<file path="src/rtl/hitmark_pkg.sv">
// Shared types and slot register map for the hitmark sprite controllers.
package hitmark_pkg;

   typedef enum logic [3:0] {
      StInit,
      StIdle,
      StArmed,
      StWrX,
      StWrY,
      StWrC,
      StWrShow,
      StHold,
      StWrHide
   } state_e;

   localparam logic [13:0] REG_BYPASS = 14'h2000;
   localparam logic [13:0] REG_X0     = 14'h2001;
   localparam logic [13:0] REG_Y0     = 14'h2002;
   localparam logic [13:0] REG_CTRL   = 14'h2003;

   // Clamps at 0 so hits near the screen edge never wrap to the far side.
   function automatic logic [10:0] sat_sub(input logic [10:0] a, input logic [10:0] b);
      return (a > b) ? (a - b) : 11'd0;
   endfunction

endpackage

</file>
<file path="src/rtl/slot_write_gen.sv">
// Registered single-cycle slot write generator; addr/data are forced to 0 when idle.
module slot_write_gen (
   input  logic        clk_i,
   input  logic        rst_ni,
   input  logic        wr_en_i,
   input  logic [13:0] wr_addr_i,
   input  logic [31:0] wr_data_i,
   output logic        cs_o,
   output logic        write_o,
   output logic [13:0] addr_o,
   output logic [31:0] data_o
);

   logic        en_q;
   logic [13:0] addr_q;
   logic [31:0] data_q;

   always_ff @(posedge clk_i or negedge rst_ni) begin
      if (!rst_ni) begin
         en_q   <= 1'b0;
         addr_q <= '0;
         data_q <= '0;
      end else begin
         en_q   <= wr_en_i;
         addr_q <= wr_en_i ? wr_addr_i : 14'd0;
         data_q <= wr_en_i ? wr_data_i : 32'd0;
      end
   end

   assign cs_o    = en_q;
   assign write_o = en_q;
   assign addr_o  = addr_q;
   assign data_o  = data_q;

endmodule

</file>
<file path="src/rtl/hitmark_anim_ctrl.sv">
// Hit-triggered hitmark sprite sequencer: places the sprite, steps its animation on
// frame ticks and hides it when done, all through the sprite core's register slot.
module hitmark_anim_ctrl
   import hitmark_pkg::*;
#(
   parameter int unsigned NUM_STEPS       = 4,
   parameter int unsigned FRAMES_PER_STEP = 6,
   parameter logic [4:0]  CTRL_BASE       = 5'b00100,
   parameter int unsigned X_OFS           = 16,
   parameter int unsigned Y_OFS           = 16
) (
   input  logic        clk,
   input  logic        reset_n,
   input  logic        frame_tick,
   input  logic        hit_valid,
   input  logic [10:0] hit_x,
   input  logic [10:0] hit_y,
   output logic        hit_ready,
   output logic        busy,
   output logic        cs,
   output logic        write,
   output logic [13:0] addr,
   output logic [31:0] wr_data
);

   localparam logic [3:0]  STEP_LAST = 4'(NUM_STEPS - 1);
   localparam logic [5:0]  FC_LAST   = 6'(FRAMES_PER_STEP - 1);
   localparam logic [10:0] XOFS      = 11'(X_OFS);
   localparam logic [10:0] YOFS      = 11'(Y_OFS);

   state_e      state_q, state_d;
   logic [10:0] x0_q, x0_d;
   logic [10:0] y0_q, y0_d;
   logic [3:0]  step_q, step_d;
   logic [5:0]  fc_q, fc_d;
   logic        visible_q, visible_d;

   logic        wr_en;
   logic [13:0] wr_addr;
   logic [31:0] wr_val;
   logic [4:0]  ctrl_val;

   assign ctrl_val = 5'(CTRL_BASE + 5'(step_q));

   always_ff @(posedge clk or negedge reset_n) begin
      if (!reset_n) begin
         state_q   <= StInit;
         x0_q      <= '0;
         y0_q      <= '0;
         step_q    <= '0;
         fc_q      <= '0;
         visible_q <= 1'b0;
      end else begin
         state_q   <= state_d;
         x0_q      <= x0_d;
         y0_q      <= y0_d;
         step_q    <= step_d;
         fc_q      <= fc_d;
         visible_q <= visible_d;
      end
   end

   always_comb begin
      state_d   = state_q;
      x0_d      = x0_q;
      y0_d      = y0_q;
      step_d    = step_q;
      fc_d      = fc_q;
      visible_d = visible_q;
      wr_en     = 1'b0;
      wr_addr   = 14'd0;
      wr_val    = 32'd0;
      hit_ready = 1'b0;

      unique case (state_q)
         StInit: begin
            wr_en   = 1'b1;
            wr_addr = REG_BYPASS;
            wr_val  = 32'd1;
            state_d = StIdle;
         end
         StIdle: begin
            hit_ready = 1'b1;
            if (hit_valid) begin
               x0_d    = sat_sub(hit_x, XOFS);
               y0_d    = sat_sub(hit_y, YOFS);
               step_d  = 4'd0;
               fc_d    = 6'd0;
               state_d = StArmed;
            end
         end
         StArmed: begin
            if (frame_tick) state_d = StWrX;
         end
         StWrX: begin
            wr_en   = 1'b1;
            wr_addr = REG_X0;
            wr_val  = {21'd0, x0_q};
            state_d = StWrY;
         end
         StWrY: begin
            wr_en   = 1'b1;
            wr_addr = REG_Y0;
            wr_val  = {21'd0, y0_q};
            state_d = StWrC;
         end
         StWrC: begin
            wr_en   = 1'b1;
            wr_addr = REG_CTRL;
            wr_val  = {27'd0, ctrl_val};
            // A retrigger keeps the sprite shown, so the un-bypass write is skipped.
            state_d = (step_q == 4'd0 && !visible_q) ? StWrShow : StHold;
         end
         StWrShow: begin
            wr_en     = 1'b1;
            wr_addr   = REG_BYPASS;
            wr_val    = 32'd0;
            visible_d = 1'b1;
            state_d   = StHold;
         end
         StHold: begin
            hit_ready = 1'b1;
            if (hit_valid) begin
               x0_d    = sat_sub(hit_x, XOFS);
               y0_d    = sat_sub(hit_y, YOFS);
               step_d  = 4'd0;
               fc_d    = 6'd0;
               state_d = StArmed;
            end else if (frame_tick) begin
               if (fc_q == FC_LAST) begin
                  fc_d = 6'd0;
                  if (step_q == STEP_LAST) begin
                     state_d = StWrHide;
                  end else begin
                     step_d  = step_q + 4'd1;
                     state_d = StWrC;
                  end
               end else begin
                  fc_d = fc_q + 6'd1;
               end
            end
         end
         StWrHide: begin
            wr_en     = 1'b1;
            wr_addr   = REG_BYPASS;
            wr_val    = 32'd1;
            visible_d = 1'b0;
            state_d   = StIdle;
         end
         default: state_d = StInit;
      endcase
   end

   assign busy = visible_q || (state_q == StWrShow);

   slot_write_gen u_slot_write_gen (
      .clk_i     (clk),
      .rst_ni    (reset_n),
      .wr_en_i   (wr_en),
      .wr_addr_i (wr_addr),
      .wr_data_i (wr_val),
      .cs_o      (cs),
      .write_o   (write),
      .addr_o    (addr),
      .data_o    (wr_data)
   );

endmodule

</file>
<file path="config.mk">
export PLATFORM = sky130hd
export DESIGN_NAME = hitmark_anim_ctrl
export DESIGN_NICKNAME = d
export VERILOG_FILES = /design/src/rtl/hitmark_pkg.sv /design/src/rtl/slot_write_gen.sv /design/src/rtl/hitmark_anim_ctrl.sv
export SDC_FILE = /design/constraint.sdc
export NUM_CORES = 1
export LEC_CHECK = 0
export CORE_UTILIZATION = 45
export DETAILED_ROUTE_END_ITERATION = 8
export PLACE_DENSITY = 0.74
export SETUP_SLACK_MARGIN = 0.5
export SLEW_MARGIN = 0
export SYNTH_ARGS = -nofsm -noshare
export SYNTH_HDL_FRONTEND = slang
export SYNTH_HIERARCHICAL = 1
export SYNTH_SLANG_ARGS = --single-unit
</file>
<file path="constraint.sdc">
create_clock -name clk -period 2.7 [get_ports clk]
set_input_delay 0.54 -clock clk [delete_from_list [all_inputs] [get_ports clk]]
set_output_delay 0.54 -clock clk [all_outputs]
set_load 0.01 [all_outputs]
</file>
==> results by stage <==
Power and ir drop:
- Of the total power, the share spent switching nets is 34.74%.
- The switching power summed over all nets is 1.854 mW.
- Of the total power, the clock network draws 17.5%.
- The worst voltage drop across the vdd grid is 0.0003593 V.
- The ratio of total power to cell area is 1024 nW/um2.
- The total power after layout is 5.337 mW.
- Internal power comes to 3.483 mW.
- The part of the total power dissipated in combinational logic is 45.2%.
- Sequential cells burn 37.4% of the power.
- For this design the static power due to leakage is 2.341 nW.

Timing:
- The worst path in the final design needs a cycle of 2072 ps, including I/O delays and setup.
- The minimum setup slack in the final design is 628.4 ps.
- Derived from the worst setup path, the maximum achievable clock frequency is 0.4827 GHz.
- The hold violation total from the final report is 0.
- The setup-violating endpoint count in the final report is 0.
- Dividing the final minimum period by the clock period gives 76.73%.
- The total count of max-transition violations in the final report is 0.
- The worst hold slack across all endpoints is 181.6 ps.
- At the pin with the least slew margin, the transition time is 757.9 ps.
- The total negative setup slack is 0 ps.
- Setup repair after global routing left no endpoint under its margin.
- The headroom to the max-slew limit is 49.20%.
- The clock skew is 6.882 ps.

Clocking:
- The number of hold buffers added after CTS was 0.
- The insertion delay to the later sink of the worst-skew pair is 360 ps.
- The clock tree from TritonCTS is yes.
- The H-tree was split into 3 levels.
- The total clock buffers created by CTS is 9.
- The clock transition time at the flip-flop clock pins of the worst setup and hold paths is 90 ps.
- No sink is reached through more buffers than the 2 on the longest clock path.
- The tree is rooted in a clkbuf_8.
- CTS saw 84 sinks.

Detailed routing:
- The first detailed-routing pass ran for 4 iterations.
- The final wirelength is 8100 um.
- The post-detailed-route count of antenna-violating nets is 0.
- For this run, design rule violations remaining after detail routing come to 0.
- The routed via count is 2933.
- The DRC marker count from the first detailed-route iteration is 134.
- After detailed routing, the number of vias per cell comes to 5.022.
- In the final routed layout, each cell accounts on average for 13.87 um.

Cells and area:
- 0 antenna diodes ended up in the layout.
- The share of final-layout standard cells stronger than drive strength 1 is 21.50%.
- Once layout is complete, the cells apart from fillers number 584.
- The post-route standard cell area excluding fillers is 5213 um2.
- The utilization after layout is 62.19%.
- The number of nets at the end of the flow is 510.
- Fill cells in the final layout number 705.
- From synthesis to final layout, the design area changed by 31.09%.

Global route:
- Global routing consumed, over all layers together, 19.54% of the routing resources.
- The number of antenna violations at the first check in global routing is 0.
- Global routing finished with a remaining overflow of 0.
- The first global-routing pass estimated 13430 um of wire.
- The number of global-route vias before repair was 2795.
- The pin count of the biggest net entering global routing is 48.

Run status:
- The run finished with clean final reports.

Placed design:
- OpenSTA, run right after detailed placement, puts the worst setup slack at 319.5 ps.
- The congestion estimate from routability-driven global placement came to 0.9035.
- After legalization and detailed placement, the total HPWL measured 6040 um.
- In this run the cell area measured after placement is 4979 um2.
- Including well taps, the total number of placed cells is 566.
- The number of input and output port buffers inserted is 75.

Synthesis:
- By area the synthesized netlist is led by dfrtp_1, and2_2, a22o_1.
- The register bit total from synthesis is 84.
- Sorting the synthesized cells by how often they occur yields dfrtp_1, and2_2, nand2_1.
- The sequential element share of the synthesized area is 52.86%.
- In this run, synthesis inferred 0 flip-flops with an integrated enable.
- The fraction of the mapped netlist area in compound gates is 15.36%.
- The combinational family with the most area after synthesis is simple AND/OR/NAND/NOR gates.
- The synthesized netlist devotes 3.147% of its cell area to adder and majority cells.
- The most numerous cell in the Yosys netlist is dfrtp_1.
- The proportion of synthesized flip-flops having asynchronous set or reset is 100.0%.
- The simple-gate area share of the yosys netlist is 21.59%.
- The cell area that synthesis handed to floorplanning was 3976 um2.
- Multiplexer cells account for 0.5349% of the synthesized area.
- The number of distinct library cells after synthesis is 64.
- Dividing the synthesized area by the synthesized cell count gives 11.08 um2.
- Synthesis handed over a netlist of 359 instances.
- After Yosys synthesis, XOR and XNOR cells account for 2.423% of the synthesized area.
- dfrtp_1 takes more of the synthesized area than any other cell.
- The number of warnings issued by yosys is 6.
- Among all flip-flop cells after synthesis, the most frequent one is dfrtp_1.
- Summed over its instances, the top area cell type makes up 52.86% of the synthesized netlist area.

Setup path:
- STA classifies the critical path startpoint as a flip-flop.
- Among the stages of the critical path, the cell type that occurs most often is nand2_1.
- The kind of cell with the highest combined delay along the critical path is simple AND/OR/NAND/NOR gates.
- STA classifies the critical path endpoint as an output pin.
- The worst register-to-register path has a setup slack of 800 ps.
- The critical path class is flip-flop to output pin.
- The number of buffers and inverters on the critical path is 1.
- The delay of the slowest critical-path stage is 420 ps.
- The top fanout value on the critical path is 5.
- For the worst setup path, the data required time is 2160 ps.
- STA puts the critical path data arrival time at 1530 ps.
- The critical path goes through nand2b_2, nor2_1, nand2_1, nand2_1, dlygate4sd2_1.
- The largest individual stage delay along the critical path comes from the cell dfrtp_2.

Floorplanning:
- The row count is 33.
- The area of the die is 9216 um2.
- From bottom edge to top edge, the die measures 96 um.
- The effective utilization at floorplan is 47.44%.
- The core box area is 8382 um2.
- The die width is 96 um.
- For this design the top-level I/O count stands at 76.

Worst hold path:
- The worst hold path belongs to the class input pin to asynchronous set/reset pin.

Run:
- The max-cap violation count is 0.
## final timing paths
path | start | to | cells past startpoint
worst max register to register | state_q[3] | state_q[2] | 6
worst max-delay path | state_q[3] | busy | 5
max in group asynchronous | reset_n | u_slot_write_gen/addr_o[13] | 2
worst min-delay path | reset_n | u_slot_write_gen/addr_o[5] | 1
worst min register to register | x0_q[4] | x0_q[4] | 2
min in group clk | x0_q[4] | x0_q[4] | 2
## power by group through the flow
| stage | Sequential, mW | Clock [mW] | Combinational [mW] |
|---|---|---|---|
| after floorplan | 2.10 | 0 | 1.30 |
| after global placement | 2.00 | 0 | 2.36 |
| after detailed placement | 2.02 | 0 | 2.40 |
| after CTS | 2.00 | 0.954 | 2.41 |
| after global routing | 2.04 | 0.999 | 2.69 |
| final | 1.99 | 0.932 | 2.41 |
## routing by layer
layer	wire length (um)	global-route usage, %	part of all wire (%)	up-vias
li1	-	-	-	1440
met1	3772	26.46	47	1400
met2	3851	31.56	48	84
met3	366	2.686	4.5	9
met4	110	8.085	1.4	0
met5	0	0	0	-
## layout make-up
cell class / count / area, um2 / share of cell area (%)
Tap cell: 105 / 131.4 / 2.520
Clock inverter: 6 / 71.32 / 1.368
Sequential cell: 84 / 2105 / 40.37
Multi-Input combinational cell: 274 / 1848 / 35.45
Clock buffer: 10 / 137.6 / 2.640
Inverter: 17 / 63.81 / 1.224
Timing Repair Buffer: 88 / 855.8 / 16.42
## worst register-to-register path, stage by stage (launching register included)
cell	delay, ps
dfrtp_2	420
buf_4	140
buf_4	150
nand4b_2	260
a211o_1	340
a211oi_2	330
o32ai_1	150
## sequential cells by signal, summed over array words and instances (netlist names), 4 cells and up
signal,flops
x0_q,11
u_slot_write_gen/addr_o,14
step_q,4
fc_q,6
state_q,4
y0_q,11
u_slot_write_gen/data_o,32
## cell usage in the layout (no fill, tap or decap), drive strengths merged, types with 2 or more instances in the layout
| cell type | instances |
|---|---|
| nor3 | 7 |
| xnor2 | 7 |
| a21o | 2 |
| a211o | 2 |
| a211oi | 2 |
| o31ai | 3 |
| inv | 19 |
| and2 | 47 |
| buf | 14 |
| a22o | 17 |
| nor4 | 2 |
| clkdlybuf4s50 | 72 |
| o21ai | 26 |
| nor3b | 3 |
| nand3 | 7 |
| nand2b | 8 |
| dlygate4sd2 | 2 |
| or4 | 5 |
| a31oi | 2 |
| or2 | 3 |
| ha | 10 |
| o22ai | 3 |
| nand2 | 34 |
| xor2 | 4 |
| conb | 32 |
| o31a | 2 |
| a21oi | 10 |
| dfrtp | 84 |
| nand4 | 2 |
| nor2 | 12 |
| clkbuf | 10 |
| o211ai | 3 |
| clkinv | 2 |
| a22oi | 3 |
## logic make-up (layout without fill, tap and decap cells)
family,Yosys count,count (layout)
AO/OA/AOI/OAI,82,82
XOR/XNOR,11,11
adder cells (fa/ha/maj),10,10
buffers and inverters,32,121
flip-flops,84,84
multiplexers,2,2
other,1,32
AND/OR/NAND/NOR,137,137
## repair_timing
item	CTS	global route
setup endpoints to repair	2	0
gates resized for setup	6	0
buffers inserted	2	0
Note: power is estimated with default switching activity, not from simulation.
